**src/rtl/uart_ctrl.sv**
```systemverilog
// UART controller with a byte-wide register bus, TX/RX FIFOs, programmable baud divider,
// optional parity, one or two stop bits, sticky error flags and a level interrupt.
module uart_ctrl #(
    parameter int unsigned DATA_BITS  = 8,
    parameter int unsigned FIFO_DEPTH = 16,
    parameter logic [15:0] DIV_RESET  = 16'd78
) (
    input  logic       clk,
    input  logic       reset,
    input  logic       wb_stb,
    input  logic       wb_we,
    input  logic [2:0] wb_addr,
    input  logic [7:0] wb_data_in,
    output logic [7:0] wb_data_out,
    output logic       wb_ack,
    output logic       tx_bit,
    input  logic       rx_bit,
    output logic       irq
);

    localparam int unsigned AW       = $clog2(FIFO_DEPTH);
    localparam logic [AW:0] DepthCnt = (AW+1)'(FIFO_DEPTH);
    localparam logic [7:0]  DataMask = 8'hFF >> (8 - DATA_BITS);
    localparam logic [2:0]  LastBit  = 3'(DATA_BITS - 1);

    localparam logic [2:0] AddrTx    = 3'd0;
    localparam logic [2:0] AddrRx    = 3'd1;
    localparam logic [2:0] AddrDivLo = 3'd2;
    localparam logic [2:0] AddrDivHi = 3'd3;
    localparam logic [2:0] AddrCtrl  = 3'd4;
    localparam logic [2:0] AddrStat  = 3'd5;

    typedef enum logic [2:0] {TxIdle, TxStart, TxData, TxParity, TxStop} tx_state_e;
    typedef enum logic [2:0] {RxIdle, RxStart, RxData, RxParity, RxStop} rx_state_e;

    // Bus and configuration state
    logic        ack_q, req_we_q;
    logic [2:0]  req_addr_q;
    logic [7:0]  req_wdata_q, rdata_q, rd_mux;
    logic [15:0] div_q, baud_cnt_q;
    logic [5:0]  ctrl_q;
    logic [2:0]  sticky_q;  // {parity_err, frame_err, overrun}
    logic        req, wr_en, rd_en, div_wr, tick;
    logic [2:0]  sticky_clr, sticky_set;

    // FIFOs
    logic [7:0]    tx_mem [FIFO_DEPTH];
    logic [7:0]    rx_mem [FIFO_DEPTH];
    logic [AW-1:0] tx_wptr_q, tx_rptr_q, rx_wptr_q, rx_rptr_q;
    logic [AW:0]   tx_cnt_q, rx_cnt_q;
    logic          tx_full, tx_empty, rx_full, rx_empty;
    logic          tx_push, tx_pop, rx_push, rx_pop, rx_push_req;
    logic [7:0]    tx_head, rx_head;

    // TX FSM
    tx_state_e  tx_state_q;
    logic [3:0] tx_tcnt_q;
    logic [2:0] tx_idx_q;
    logic [7:0] tx_shift_q;
    logic       tx_par_q, tx_par_en_q, tx_two_q, tx_stop2_q, tx_bit_q;
    logic       tx_start, tx_busy;

    // RX FSM
    rx_state_e            rx_state_q;
    logic [3:0]           rx_tcnt_q;
    logic [2:0]           rx_idx_q;
    logic [DATA_BITS-1:0] rx_shift_q;
    logic                 rx_sync1_q, rx_sync_q, rx_sample;
    logic                 rx_frame_err_set, rx_par_err_set, rx_ovr_set;

    assign req    = wb_stb & ~ack_q;
    assign wr_en  = ack_q & req_we_q;
    assign rd_en  = ack_q & ~req_we_q;
    assign div_wr = wr_en & ((req_addr_q == AddrDivLo) | (req_addr_q == AddrDivHi));
    assign tick   = (baud_cnt_q == div_q);

    assign tx_full  = (tx_cnt_q == DepthCnt);
    assign tx_empty = (tx_cnt_q == '0);
    assign rx_full  = (rx_cnt_q == DepthCnt);
    assign rx_empty = (rx_cnt_q == '0);
    assign tx_head  = tx_mem[tx_rptr_q];
    assign rx_head  = rx_mem[rx_rptr_q];

    assign tx_busy  = (tx_state_q != TxIdle);
    assign tx_start = tick & (tx_state_q == TxIdle) & ctrl_q[3] & ~tx_empty;
    assign tx_pop   = tx_start;
    // A pop in the same cycle frees a slot, so a push into a full FIFO is still accepted.
    assign tx_push  = wr_en & (req_addr_q == AddrTx) & (~tx_full | tx_pop);
    assign rx_pop   = rd_en & (req_addr_q == AddrRx) & ~rx_empty;

    assign rx_sample        = tick & (rx_tcnt_q == 4'd15);
    assign rx_push_req      = (rx_state_q == RxStop) & rx_sample;
    assign rx_push          = rx_push_req & (~rx_full | rx_pop);
    assign rx_ovr_set       = rx_push_req & rx_full & ~rx_pop;
    assign rx_frame_err_set = rx_push_req & ~rx_sync_q;
    assign rx_par_err_set   = (rx_state_q == RxParity) & rx_sample &
                              (rx_sync_q != (ctrl_q[1] ^ (^rx_shift_q)));

    // Only the bits that were actually reported get cleared; fresh errors survive.
    assign sticky_clr = (rd_en && req_addr_q == AddrStat) ? rdata_q[6:4] : 3'b000;
    assign sticky_set = {rx_par_err_set, rx_frame_err_set, rx_ovr_set};

    always_comb begin
        rd_mux = 8'h00;
        case (wb_addr)
            AddrRx:    rd_mux = rx_empty ? 8'h00 : rx_head;
            AddrDivLo: rd_mux = div_q[7:0];
            AddrDivHi: rd_mux = div_q[15:8];
            AddrCtrl:  rd_mux = {2'b00, ctrl_q};
            AddrStat:  rd_mux = {tx_busy, sticky_q, rx_full, rx_empty, tx_empty, tx_full};
            default:   rd_mux = 8'h00;
        endcase
    end

    always_ff @(posedge clk) begin
        if (reset) begin
            ack_q       <= 1'b0;
            req_we_q    <= 1'b0;
            req_addr_q  <= 3'd0;
            req_wdata_q <= 8'h00;
            rdata_q     <= 8'h00;
        end else begin
            ack_q <= req;
            if (req) begin
                req_we_q    <= wb_we;
                req_addr_q  <= wb_addr;
                req_wdata_q <= wb_data_in;
                rdata_q     <= wb_we ? 8'h00 : rd_mux;
            end
        end
    end

    always_ff @(posedge clk) begin
        if (reset) begin
            div_q      <= DIV_RESET;
            ctrl_q     <= 6'h18;
            sticky_q   <= 3'b000;
            baud_cnt_q <= 16'd0;
        end else begin
            if (wr_en) begin
                case (req_addr_q)
                    AddrDivLo: div_q[7:0]  <= req_wdata_q;
                    AddrDivHi: div_q[15:8] <= req_wdata_q;
                    AddrCtrl:  ctrl_q      <= req_wdata_q[5:0];
                    default:   ;
                endcase
            end
            sticky_q   <= (sticky_q & ~sticky_clr) | sticky_set;
            baud_cnt_q <= (div_wr || tick) ? 16'd0 : baud_cnt_q + 16'd1;
        end
    end

    always_ff @(posedge clk) begin
        if (tx_push) tx_mem[tx_wptr_q] <= req_wdata_q & DataMask;
        if (rx_push) rx_mem[rx_wptr_q] <= 8'(rx_shift_q);
    end

    always_ff @(posedge clk) begin
        if (reset) begin
            tx_wptr_q <= '0;
            tx_rptr_q <= '0;
            tx_cnt_q  <= '0;
            rx_wptr_q <= '0;
            rx_rptr_q <= '0;
            rx_cnt_q  <= '0;
        end else begin
            if (tx_push) tx_wptr_q <= tx_wptr_q + 1'b1;
            if (tx_pop)  tx_rptr_q <= tx_rptr_q + 1'b1;
            if (rx_push) rx_wptr_q <= rx_wptr_q + 1'b1;
            if (rx_pop)  rx_rptr_q <= rx_rptr_q + 1'b1;
            tx_cnt_q <= tx_cnt_q + (AW+1)'(tx_push) - (AW+1)'(tx_pop);
            rx_cnt_q <= rx_cnt_q + (AW+1)'(rx_push) - (AW+1)'(rx_pop);
        end
    end

    // Framing options are latched at frame start so CTRL writes never corrupt a frame.
    always_ff @(posedge clk) begin
        if (reset) begin
            tx_state_q  <= TxIdle;
            tx_tcnt_q   <= 4'd0;
            tx_idx_q    <= 3'd0;
            tx_shift_q  <= 8'h00;
            tx_par_q    <= 1'b0;
            tx_par_en_q <= 1'b0;
            tx_two_q    <= 1'b0;
            tx_stop2_q  <= 1'b0;
            tx_bit_q    <= 1'b1;
        end else if (tx_state_q == TxIdle) begin
            if (tx_start) begin
                tx_state_q  <= TxStart;
                tx_bit_q    <= 1'b0;
                tx_tcnt_q   <= 4'd0;
                tx_idx_q    <= 3'd0;
                tx_shift_q  <= tx_head;
                tx_par_q    <= ctrl_q[1] ^ (^tx_head);
                tx_par_en_q <= ctrl_q[0];
                tx_two_q    <= ctrl_q[2];
                tx_stop2_q  <= 1'b0;
            end
        end else if (tick) begin
            tx_tcnt_q <= tx_tcnt_q + 4'd1;
            if (tx_tcnt_q == 4'd15) begin
                case (tx_state_q)
                    TxStart: begin
                        tx_state_q <= TxData;
                        tx_bit_q   <= tx_shift_q[0];
                    end
                    TxData: begin
                        if (tx_idx_q == LastBit) begin
                            tx_state_q <= tx_par_en_q ? TxParity : TxStop;
                            tx_bit_q   <= tx_par_en_q ? tx_par_q : 1'b1;
                        end else begin
                            tx_idx_q   <= tx_idx_q + 3'd1;
                            tx_shift_q <= {1'b0, tx_shift_q[7:1]};
                            tx_bit_q   <= tx_shift_q[1];
                        end
                    end
                    TxParity: begin
                        tx_state_q <= TxStop;
                        tx_bit_q   <= 1'b1;
                    end
                    default: begin
                        if (tx_two_q && !tx_stop2_q) tx_stop2_q <= 1'b1;
                        else                         tx_state_q <= TxIdle;
                    end
                endcase
            end
        end
    end

    always_ff @(posedge clk) begin
        if (reset) begin
            rx_sync1_q <= 1'b1;
            rx_sync_q  <= 1'b1;
        end else begin
            rx_sync1_q <= rx_bit;
            rx_sync_q  <= rx_sync1_q;
        end
    end

    always_ff @(posedge clk) begin
        if (reset) begin
            rx_state_q <= RxIdle;
            rx_tcnt_q  <= 4'd0;
            rx_idx_q   <= 3'd0;
            rx_shift_q <= '0;
        end else if (rx_state_q == RxIdle) begin
            if (tick && !rx_sync_q && ctrl_q[4]) begin
                rx_state_q <= RxStart;
                rx_tcnt_q  <= 4'd0;
            end
        end else if (rx_state_q == RxStart) begin
            if (tick) begin
                if (rx_tcnt_q == 4'd7) begin
                    // Mid-start sample: a high line here was only a glitch.
                    rx_state_q <= rx_sync_q ? RxIdle : RxData;
                    rx_tcnt_q  <= 4'd0;
                    rx_idx_q   <= 3'd0;
                end else begin
                    rx_tcnt_q <= rx_tcnt_q + 4'd1;
                end
            end
        end else if (tick) begin
            rx_tcnt_q <= rx_tcnt_q + 4'd1;
            if (rx_tcnt_q == 4'd15) begin
                case (rx_state_q)
                    RxData: begin
                        rx_shift_q <= {rx_sync_q, rx_shift_q[DATA_BITS-1:1]};
                        if (rx_idx_q == LastBit) rx_state_q <= ctrl_q[0] ? RxParity : RxStop;
                        else                     rx_idx_q   <= rx_idx_q + 3'd1;
                    end
                    RxParity: rx_state_q <= RxStop;
                    default:  rx_state_q <= RxIdle;
                endcase
            end
        end
    end

    assign wb_ack      = ack_q;
    assign wb_data_out = rdata_q;
    assign tx_bit      = tx_bit_q;
    assign irq         = ctrl_q[5] & (~rx_empty | (|sticky_q));

endmodule

```
**config.mk**
```make
export PLATFORM = sky130hd
export DESIGN_NAME = uart_ctrl
export DESIGN_NICKNAME = d
export VERILOG_FILES = /design/src/rtl/uart_ctrl.sv
export SDC_FILE = /design/constraint.sdc
export NUM_CORES = 1
export LEC_CHECK = 0
export ABC_AREA = 1
export CORE_ASPECT_RATIO = 1.2
export CORE_MARGIN = 8
export CORE_UTILIZATION = 55
export CTS_CLUSTER_DIAMETER = 200
export DETAILED_ROUTE_END_ITERATION = 8
export PLACE_DENSITY = 0.79
export SETUP_SLACK_MARGIN = 0.02
export SLEW_MARGIN = 10
export SYNTH_ARGS = -nofsm -noshare
export SYNTH_HDL_FRONTEND = slang
export SYNTH_SLANG_ARGS = --single-unit
```
**constraint.sdc**
```tcl
create_clock -name clk -period 3.5 [get_ports clk]
set_input_delay 1.05 -clock clk [delete_from_list [all_inputs] [get_ports clk]]
set_output_delay 1.05 -clock clk [all_outputs]
set_load 0.1 [all_outputs]
```
Yosys cells after proc, flatten, opt, wreduce, memory -nomap -nowiden
Memory sizes are Yosys's and may differ from the RTL's. A register that Yosys moved wholly into a read port is not among the register bits.
Index checks and enable logic that the tools add are counted.
- bits in registers: 131
- bits in writable memories: 256
- output and inout port bits: 11
- word-level logic and storage cells: 232
- memories: 2
- $add $sub $neg: 13
- equal/unequal tests: 36
- mux-type cells: 71
- bitwise gates (word level): 39
- reduce and logical (&&, ||, !) cells: 40
- memory list (name ; depth ; bits a word ; read ports ; clocked after Yosys merged registers in ; wr ports ; line ; text):
    rx_mem ; 16 ; 8 ; 1 ; 1 ; 1 ; 48 ; logic [7:0] rx_mem [FIFO_DEPTH];
    tx_mem ; 16 ; 8 ; 1 ; 1 ; 1 ; 47 ; logic [7:0] tx_mem [FIFO_DEPTH];
- operators by type and width (operator ; number):
    $mux 3 ; 30
    $mux 8 ; 8
    $mux 4 ; 13
    $pmux 8 s5 ; 1
    $reduce_and 5->1 ; 5
    $add 4x1->4 const B ; 6
    $eq 3x2->1 const B ; 8
    $eq 3x3->1 const B ; 7
    $and 1x1->1 ; 20
    $add 16x1->16 const B ; 1
    $eq 16x16->1 ; 1
    $reduce_xor 8->1 ; 2
    $mux 1 ; 15
    $reduce_bool 2->1 ; 7
    $eq 3x1->1 const B ; 4
    $reduce_and 2->1 ; 6
    $add 5x1->5 ; 2
    $eq 5x5->1 const B ; 2
    $logic_not 5->1 ; 2
    $not 1->1 ; 10
    $sub 5x1->5 ; 2
    $logic_not 3->1 ; 3
    $pmux 3 s3 ; 1
    $eq 4x4->1 const B ; 2
    other kinds (26) ; 41

Logic depth before layout (Yosys ltp)
Gate-level depths: netlist of run 1.
- depth in word-level cells: 8
- depth in mapped cells: 19
- gate-level depth less buffers: 18

Least setup slack after synthesis of run 1
Ideal clock, no wire load.
- path type: register to output
- start: register rx_cnt_q[2]
- end: output port irq
- arrival time: 2.259 ns
- required time: 2.450 ns
- path slack: 0.191 ns
- cell stages (with the launch flop): 6
- buffers on the path: 0
- path through: dfxtp_1 > inv_1 > ha_1 > nand2_1 > nor2_1 > a41oi_1
- cells in the longest elaborated chain, start to end: 4
- ends and longest elaborated chain (what ; line ; text):
    start: declaration ; 50 ; logic [AW:0] tx_cnt_q, rx_cnt_q;
    start signal: assignment ; 172 ; rx_cnt_q <= rx_cnt_q + (AW+1)'(rx_push) - (AW+1)'(rx_pop);
    $logic_not 5->1 ; 80 ; assign rx_empty = (rx_cnt_q == '0);
    $not 1->1 ; 282 ; assign irq = ctrl_q[5] & (~rx_empty | (|sticky_q));
    $or 1x1->1 ; 282 ;
    $and 1x1->1 ; 282 ;
    end: declaration ; 18 ; output logic irq
Every way passes these cells.

Worst setup path in the final report of run 1
- start: register div_q[1]
- end: register tx_cnt_q[4]
- cells in the longest elaborated chain, start to end: 8
- ends and longest elaborated chain (what ; line ; text):
    start: declaration ; 40 ; logic [15:0] div_q, baud_cnt_q;
    start signal: assignment ; 142 ; AddrDivLo: div_q[7:0] <= req_wdata_q;
    $eq 16x16->1 * ; 75 ; assign tick = (baud_cnt_q == div_q);
    $and 1x1->1 * (3 in a row) ; 85 ; assign tx_start = tick & (tx_state_q == TxIdle) & ctrl_q[3] & ~tx_empty;
    $or 1x1->1 ; 88 ; assign tx_push = wr_en & (req_addr_q == AddrTx) & (~tx_full | tx_pop);
    $and 1x1->1 ; 88 ;
    $add 5x1->5 ; 171 ; tx_cnt_q <= tx_cnt_q + (AW+1)'(tx_push) - (AW+1)'(tx_pop);
    $sub 5x1->5 * ; 171 ;
    end signal: assignment ; 171 ;
    end: declaration ; 50 ;
Every way passes the cells marked *; elsewhere a longest branch is shown, timed or not.
A chain may end at the register's enable or synchronous reset.

==> summary.md, run 1 <==
| Metric | Value |
|---|---|
| Run status | `completed` |
| Worst EP arrival | `3.48 ns` |
| First-pass GRT wire length | `about 63000 um` |
| Unrepaired setup endpoints after global routing | `no` |
| Fill cells | `between 2000 and 2500` |
| Cts hold-fix bufs | `0` |
| Core Rows | `70` |
| Clock tree buffer depth | `3` |
| Hold Startpoint | `rx_sync1_q` |
| DP HPWL | `between 20000 and 30000 um` |
| Reg clk slew, reported paths | `approximately 0.06 ns` |
| Overall Global Routing Usage | `a little over a fifth` |
| Clock buffer count from CTS | `40` |
| Max Slew Vio Count | `0` |
| Worst R2R Start | `div_q[1]` |
| Antenna-violating nets left | `0` |
| Power share of the combinational group | `3.2%` |
| GPL Wtd Cong | `slightly below 0.9` |
| Crit Path Category | `flop to flop` |
| 1st-iter DRT viols | `roughly 1200` |
| Final setup viols | `0` |
| Pleak | `roughly 7.0 nW` |
| Synth Register Bits | `~400` |
| Avg Cell Area, Syn | `just under 10 um2` |
| First drt pass iteration count | `5` |
| Maximum VDD drop | `around 0.52 mV` |
| Synthesis-to-layout area growth | `12.1%` |
| Net Sw Power | `about 0.0020 W` |
| Worst-Margin Slew | `1.11 ns` |
| Synthesized Nets | `between 1500 and 2000` |
| Ys Warns | `0` |
| Worst skew pair latency | `0.53 ns` |
| Commonest cells in the synthesized netlist | `nand2_1 (299), edfxtp_1 (256), nor2_1 (231)` |
| Post-CTS Setup Bufs | `0` |
| Post-synth EDFFs | `256` |
| Cell Pwr Density | `509 nW/um2` |
| # diodes | `0` |
| Vias in the first global route | `~12000` |
| Cell Area, Synth | `roughly 17000 um2` |
| Routed vias/inst | `between 5 and 6` |
| Core region area | `30600 um2` |
| WL/cell | `around 18 um` |
| Initial antenna violation count | `0` |
| Post-CTS Resized | `0` |
| Total Wirelength | `between 40000 and 50000 um` |
| Critical Path RT | `between 3 and 4 ns` |
| CP Capture Type | `flop` |
| Clock Tree Root | `clkbuf_16` |
| Fin Clk Skew | `around 0.011 ns` |
| Grt ovf | `0` |
| Sequential share of power | `51.8%` |
| Top-area cell type share of the netlist area | `approximately 45%` |
| CTS sink cnt | `approximately 400` |
| Relative slew margins | `26.0%` |
| Crit. Startpoint | `div_q[1]` |
| Most frequent cell after synthesis | `nand2_1` |
| Final instance count without filler cells | `about 2200` |
| Nets | `around 1800` |
| Fin. Hold Viols | `0` |
| Synth Instances | `between 1500 and 2000` |
| Ys async rst share | `0%` |
| Ranking of synthesized cells by area | `edfxtp_1 (45%), dfxtp_1 (16%), nand2_1 (6.6%), nor2_1 (5.1%), o21ai_0 (4.4%)` |
| I/O pin cnt | `27` |
| Initial Util | `55.9%` |
| Detailed-route DRC error count | `0` |
| Fmax | `0.324 GHz` |
| Setup TNS Final | `0 ns` |
| Pint | `approximately 0.0077 W` |
| Placed Instances | `2151` |
| Share of layout cells above drive strength 1 | `under 10%` |
| Hold Path Class | `flop to flop` |
| Minimum clock period | `around 3.1 ns` |
| Die Y-Extent | `between 200 and 250 um` |
| Register area share after synthesis | `approximately three fifths` |
| Final period util | `approximately 88%` |
| Clock power frac | `between 40 and 50%` |
| CP startpoint kind | `flop` |
| CP max FO | `9` |
| Largest net degree at the start of global routing | `76` |
| H-tree Lvls | `2` |
| Net Sw Frac | `about a fifth` |
| DR vias | `about 13000` |
| Largest area contributor in the netlist | `edfxtp_1` |
| Synth unique cells | `50` |
| Max_cap viols | `0` |
| Die X-Extent | `~180 um` |
| Synth Flop Type | `edfxtp_1` |
| I/O Buffers | `26` |
| Total die area | `~37000 um2` |
| CTS tree | `done` |
worst max-delay path: stages, from the launching register on:
cell and delay, ns:
dfxtp_1 0.38, inv_1 0.08, nand2_1 0.06, nand4_1 0.11, nor3_1 0.23, nand2_2 0.16
inv_4 0.15, nand2_4 0.10, nand2_2 0.09, nand2_2 0.06, ha_1 0.28, inv_1 0.05
ha_1 0.15, inv_1 0.05, fa_1 0.39, nor3_1 0.24, a211oi_1 0.10, o21ai_0 0.20
a21oi_1 0.07
cell families after synthesis:
group / Yosys count / synth area share (%)
DFF: 395 / 61.2
and+or+nand+nor: 724 / 17.9
adders and majority gates: 31 / 2.36
xor gates and xnor gates: 29 / 1.49
buffers and inverters: 250 / 5.90
AOI/OAI and AO/OA: 331 / 11.1
placed cells by master (no fill, tap or decap), types with 8 or more instances in the layout:
cell type / n
edfxtp_1: 256
o221ai_1: 20
inv_2: 12
nor2_1: 231
nand3_1: 114
xor2_1: 14
o21ai_0: 152
clkbuf_1: 8
clkinv_1: 10
o211ai_1: 13
buf_4: 50
inv_1: 163
ha_1: 29
o21a_1: 12
clkdlybuf4s50_1: 14
a21oi_1: 87
nor3_1: 33
nand2_1: 299
clkbuf_16: 41
o22ai_1: 17
nand4_1: 13
dfxtp_1: 137
xnor2_1: 15
area by class of cell:
class | count | area (um2) | area share, %
clock buffers | 51 | 1080 | 5.65
well taps | 396 | 495 | 2.59
inverters | 179 | 674 | 3.52
flip-flops and latches | 395 | 10500 | 54.6
multi-input cells | 1115 | 5620 | 29.3
repair buffers | 66 | 541 | 2.82
clock inverters | 23 | 277 | 1.44
routing by layer:
| metal | global-route usage [%] | wire length [um] | vias up |
|---|---|---|---|
| met5 | 0 | 0 | - |
| met4 | 10.7 | 1800 | 0 |
| met3 | 2.87 | 2370 | 118 |
| met2 | 37.9 | 20600 | 466 |
| met1 | 25.1 | 15600 | 6008 |
| li1 | - | - | 6064 |
power groups by stage:
stage          logic [W]  registers [W]  clock network, W
2_1_floorplan   0.000186        0.00513                 0
3_3_place_gp    0.000300        0.00514                 0
3_5_place_dp    0.000306        0.00514                 0
4_1_cts         0.000308        0.00504           0.00443
5_1_grt         0.000344        0.00505           0.00463
6_report        0.000311        0.00504           0.00439
final timing paths:
check                     end  slack (ns)  cells past startpoint
setup / recovery  tx_cnt_q[4]        0.42                     18
setup reg to reg  tx_cnt_q[4]        0.42                     18
hold / removal      rx_sync_q        0.42                      1
hold reg to reg     rx_sync_q        0.42                      1
per-stage QoR:
step                worst slack, ns  power (W)  hold WS (ns)  utilization [%]  cell area [um2]
floorplan                     0.191    0.00532         0.389                -            17100
global placement              0.533    0.00544         0.401             58.2            17800
detailed placement            0.482    0.00545         0.401             58.2            17800
CTS                           0.404    0.00978         0.424             62.7            19200
global route                  0.102     0.0100         0.457             62.7            19200
finish                        0.418    0.00975         0.423             62.7            19200
registers in the layout (all words and copies together), names as in the netlist, 5 cells and up, named ones only:
name / cells
wb_data_out: 8
tx_shift_q: 8
rx_mem: 128
rx_shift_q: 8
tx_mem: 128
rx_cnt_q: 5
ctrl_q: 6
div_q: 16
tx_cnt_q: 5
baud_cnt_q: 16
req_wdata_q: 8
(Power assumes the default switching activity.)
==> run 2, diff against run 1 <==
Settings changed: ABC_CLOCK_PERIOD_IN_PS from default to 3500.
==> results of run 2 <==
No change in the layout: final DEF, timing and power equal those of run 1.
==> patch 1, RTL diff (settings of run 1) <==
The parameter `FIFO_DEPTH` goes from 16 to 32.
--- a/src/rtl/uart_ctrl.sv
+++ b/src/rtl/uart_ctrl.sv
@@ -2,7 +2,7 @@
 // optional parity, one or two stop bits, sticky error flags and a level interrupt.
 module uart_ctrl #(
     parameter int unsigned DATA_BITS  = 8,
-    parameter int unsigned FIFO_DEPTH = 16,
+    parameter int unsigned FIFO_DEPTH = 32,
     parameter logic [15:0] DIV_RESET  = 16'd78
 ) (
     input  logic       clk,
Function: same outputs for any inputs over 4 cycles, from zero or initial values and one cycle with reset high; that may be too few to reach the edited logic, so the function may still have changed.
==> patch 1 against run 1 <==
- design area rose by 62%
- routed wire length grew 65%
- final cell count up 51%
- critical path depth is 2 higher
- critical path type unchanged
- maximum frequency down 3.1%
- synthesized cell count grew 48%
- clock power increased by 50%
- total power increased by 62%
- critical endpoint is now rx_cnt_q[4]$_SDFF_PP0_
- sequential cell count up 264
- synthesized area rose by 61%
- first-iteration DRC count grew 61%
- worst setup slack got worse by 0.098 ns
==> patch 1: results (changes against run 1) <==
metric,value,unit,change
cts.clk_slew.worst_paths,0.07,ns,
maxCapViolCount,0,,unchanged
crit_arrival,3.69,ns,+0.21 ns
synth_compound_area_share,9.080,%,-2.1 points
p_leak,10.57,nW,+51%
ir_drop,0.5582,mV,+7.0%
synthMuxAreaShare,0.03634,%,+0.036 points
placed_area,28930,um^2,+63%
wl_per_cell,19.79,um,+9.2%
fin_skew,0.03478,ns,+0.02400 ns
cp_slowest_cell,dfxtp_1,,
fin_nets,2719,,+47%
place.gp.congestion,0.9297,,+3.9%
rr_startpoint,baud_cnt_q[8]$_SDFF_PP0_,,
htree_num_levels,2,,unchanged
cp-start-kind,flip-flop,,
ys_warn_count,0,,unchanged
worstPathMaxFanout,5,,-4
fillCellCount,3697,,+57%
drt-initial-drc-count,1909,,+61%
ys_top_cells_by_count,"nand2_1, edfxtp_1, nor2_1",,
hp-class,flip-flop to flip-flop,,
yosysSeqAreaShare,66.50,%,+5.3 points
synth-edff-count,512,,+100%
status,"finished, final reports clean",,
drive_gt1_share,9.455,%,+1.1 points
hp-start,rx_sync1_q$_SDFF_PP1_,,
biggestRegsByFlops,"rx_mem: 256 flops, tx_mem: 256 flops",,
netlist_top_cells_area,"edfxtp_1, dfxtp_1, nand2_1, nand3_1, nor2_1",,
cts_buffer_depth,3,,unchanged
grt_max_degree,122,,+61%
async_reset_ff_share,0,%,unchanged
grt_usage,22.88,%,+1.4 points
reg2reg_slack,0.32,ns,-0.10 ns
vias,20070,,+59%
synthXorXnorAreaFrac,0.5405,%,-0.94 points
io_buffers,26,,unchanged
slowest_delay,0.43,ns,+0.04 ns
firstDrtPassIters,6,,+1
yosys.area_share.adder,1.690,%,-0.67 points
n_antenna_cell,0,,unchanged
yosysUniqueCellTypes,48,,-4.0%
hpwlAfterDp,41210,um,+58%
grt_pass1_wl,103800,um,+64%
cts_made_buffers,60,,+50%
slew_headroom,44.41,%,+18 points
cts_root_buf,clkbuf_16,,
insertion_delay,0.63,ns,+0.10 ns
antenna_found_initial,0,,unchanged
[patch 1: worst max-delay path: cells and delay by family (launching register included)]
kind	cells	cell delay, ns
DFF	1	0.43
AOI/OAI and AO/OA	2	0.17
buffers and inverters	4	0.25
and+or+nand+nor	11	1.31
adders and majority gates	3	0.87
[patch 1: worst paths after layout]
path,cells after the start,endpoint
hold reg to reg,1,rx_sync_q$_SDFF_PP1_
setup reg to reg,20,rx_cnt_q[4]$_SDFF_PP0_
hold / removal,1,rx_sync_q$_SDFF_PP1_
setup / recovery,20,rx_cnt_q[4]$_SDFF_PP0_
[patch 1: report_power, final]
group	internal (mW)	switching, mW
Combinational	0.186	0.495
Sequential	8.43	0.0404
Clock	3.73	2.87
[patch 1: timing repair]
item | in CTS | in global routing
hold buffers | 0 | 0
endpoints found under the setup margin | 0 | 4
hold endpoints to repair | 0 | 0
gates resized for setup | 0 | 12
setup buffers | 0 | 2
[patch 1: cell families (layout without fill, tap and decap cells)]
group           Yosys count  after routing
simple gates           1188           1188
flops                   659            659
compound gates          428            428
buf+inv                 272            389
fa+ha+maj                36             36
xor+xnor                 17             17
mux                       1              1
[patch 1: final cells by class]
| type | instances | area, um^2 | share of cell area, % |
|---|---|---|---|
| Multi-Input combinational cell | 1670 | 8164 | 26.36 |
| Inverter | 143 | 543.0 | 1.754 |
| Clock inverter | 44 | 432.9 | 1.398 |
| Timing Repair Buffer | 133 | 1119 | 3.612 |
| Clock buffer | 69 | 1567 | 5.059 |
| Tap cell | 644 | 805.8 | 2.602 |
| Sequential cell | 659 | 18340 | 59.21 |
[patch 1: metrics by stage]
step                utilization, %  hold WS (ns)  worst slack, ns  std cells
floorplan                        -        0.3895           0.2299       2601
global placement             58.00        0.3938           0.2633       3247
detailed placement           58.00        0.3994           0.2103       3247
CTS                          62.00        0.4109           0.1854       3360
global route                 62.07        0.4340          0.04293       3362
finish                       62.07        0.4057           0.3193       3362
[patch 1: layer usage]
layer	up-vias	GRT usage [%]	routed length [um]
li1	9283	-	-
met1	9679	26.93	24630
met2	903	40.25	33880
met3	206	2.981	4313
met4	0	12.47	3727
met5	-	0	0
==> patch 2, RTL diff (flow settings as in run 1) <==
Without the edit above. The 5 states of `rx_state_e` get a Gray code encoding in 3 bits.
--- a/src/rtl/uart_ctrl.sv
+++ b/src/rtl/uart_ctrl.sv
@@ -31,7 +31,7 @@
     localparam logic [2:0] AddrStat  = 3'd5;
 
     typedef enum logic [2:0] {TxIdle, TxStart, TxData, TxParity, TxStop} tx_state_e;
-    typedef enum logic [2:0] {RxIdle, RxStart, RxData, RxParity, RxStop} rx_state_e;
+    typedef enum logic [2:0] {RxIdle = 3'b000, RxStart = 3'b001, RxData = 3'b011, RxParity = 3'b010, RxStop = 3'b110} rx_state_e;
 
     // Bus and configuration state
     logic        ack_q, req_we_q;
Behaviour: no difference found for any inputs over 4 cycles, from zero or initial values and one cycle with reset high; so few cycles prove little.
==> patch 2 against run 1 <==
- synthesized area is 0.70% higher
- clock skew grew 0.023 ns
- global-route usage increased by 0.54 points
- total power down 1.5%
- worst setup slack worse by 0.17 ns
- routed wire length grew 2.2%
- critical path depth is the same
- clock power is 6.4% lower
- design area increased by 0.14%
- via count increased by 2.7%
- sequential cell count is the same
- synthesized cell count up 3.8%
- critical path type unchanged
- largest cell class unchanged
- largest power group unchanged
==> patch 2: results (changes against run 1) <==
metric,value,unit,change
post_cts_buffers,0,,unchanged
hpwlAfterDp,26850,um,+2.8%
grt_pass1_vias,12670,,+2.5%
biggestRegsByFlops,"rx_mem: 128 flops, tx_mem: 128 flops",,
place.gp.congestion,0.9207,,+2.9%
slew_violations,0,,unchanged
grt_pass1_wl,65710,um,+3.6%
netlist_top_cells_area,"edfxtp_1, dfxtp_1, nand2_1, nor2_1, o21ai_0",,
worstPathMaxFanout,13,,+4
cts_root_buf,clkbuf_16,,
cts_made_buffers,39,,-2.5%
fillCellCount,2502,,+6.6%
netSwitchingPower,2.066,mW,+1.6%
synth-edff-count,256,,unchanged
io_buffers,26,,unchanged
fin_nets,1917,,+4.0%
p_leak,7.226,nW,+3.3%
cts_buffer_depth,3,,unchanged
fin_skew,0.03355,ns,+0.02277 ns
grt_usage,22.01,%,+0.54 points
hp-class,flip-flop to flip-flop,,
yosysUniqueCellTypes,45,,-10%
status,"finished, final reports clean",,
drt-initial-drc-count,1131,,-4.7%
grt_max_degree,77,,+1.3%
firstDrtPassIters,6,,+1
ys_top_cells_by_count,"nand2_1, edfxtp_1, nor2_1",,
drive_gt1_share,6.691,%,-1.6 points
ir_drop,0.5172,mV,-0.87%
crit_arrival,3.67,ns,+0.19 ns
yosysSeqAreaShare,60.81,%,-0.42 points
cts.clk_slew.worst_paths,0.06,ns,about the same
vias_per_cell,5.651,,-0.65%
wl_per_cell,17.94,um,-1.1%
ys_warn_count,0,,unchanged
slew_headroom,27.06,%,+1.1 points
cts_resized,0,,unchanged
## patch 2: path summary, 6_finish.rpt
check,slack [ns],start,to,cells after the start
worst min register to register,0.41,rx_sync1_q$_SDFF_PP1_,rx_sync_q$_SDFF_PP1_,1
worst max-delay path,0.25,baud_cnt_q[5]$_SDFF_PP0_,tx_cnt_q[4]$_SDFF_PP0_,18
worst max register to register,0.25,baud_cnt_q[5]$_SDFF_PP0_,tx_cnt_q[4]$_SDFF_PP0_,18
worst min-delay path,0.41,rx_sync1_q$_SDFF_PP1_,rx_sync_q$_SDFF_PP1_,1
## patch 2: layout make-up
type | count | area [um^2] | area share [%]
inverters | 196 | 735.7 | 3.834
well taps | 401 | 501.7 | 2.615
flip-flops and latches | 395 | 10470 | 54.57
clock inverters | 17 | 202.7 | 1.056
clock buffers | 52 | 1025 | 5.340
repair buffers | 73 | 585.6 | 3.051
multi-input cells | 1165 | 5667 | 29.53
## patch 2: critical path: stages (launching register included)
cell	delay, ns
dfxtp_1	0.38
inv_1	0.08
or2_1	0.20
nand3_1	0.13
nor4_2	0.07
nand2_2	0.20
inv_1	0.13
nand2_2	0.11
buf_4	0.18
inv_1	0.11
ha_1	0.29
inv_1	0.04
ha_1	0.19
fa_1	0.41
nand2_1	0.10
a21oi_1	0.06
nor2_1	0.13
o21ai_0	0.12
a21oi_1	0.19
## patch 2: power groups by stage
| stage | combinational (mW) | sequential, mW | clock (mW) |
|---|---|---|---|
| floorplan | 0.291 | 5.14 | 0 |
| global placement | 0.395 | 5.17 | 0 |
| detailed placement | 0.406 | 5.17 | 0 |
| CTS | 0.407 | 5.07 | 4.14 |
| global route | 0.471 | 5.08 | 4.32 |
| finish | 0.413 | 5.07 | 4.11 |
## patch 2: through the flow
stage                     utilization, %  power [mW]  std cells  cell area (um^2)  worst slack (ns)
after floorplan                        -       5.432       1826             17220            0.2256
after CTS                          61.72       9.618       2299             19190            0.2625
final                              61.72       9.599       2299             19190            0.2522
after global placement             57.77       5.562       2230             17960            0.4755
after detailed placement           57.77       5.577       2230             17960            0.2922
after global routing               61.72       9.864       2299             19190           0.02543
## patch 2: kinds of logic (layout without fill, tap and decap cells)
group                      count (synthesis)  count (layout)  share of synthesized area (%)
buffers and inverters                    266             338                          6.279
and+or+nand+nor                          802             802                          19.30
xor gates and xnor gates                  31              31                          1.577
DFF                                      395             395                          60.81
AOI/OAI and AO/OA                        301             301                          9.694
adders and majority gates                 31              31                          2.340
## patch 2: per-layer routing
metal	up-vias	routed length, um	GRT usage (%)
li1	6210	-	-
met1	6165	15850	26.12
met2	504	20810	38.56
met3	113	2759	3.290
met4	0	1815	10.28
met5	-	0	0
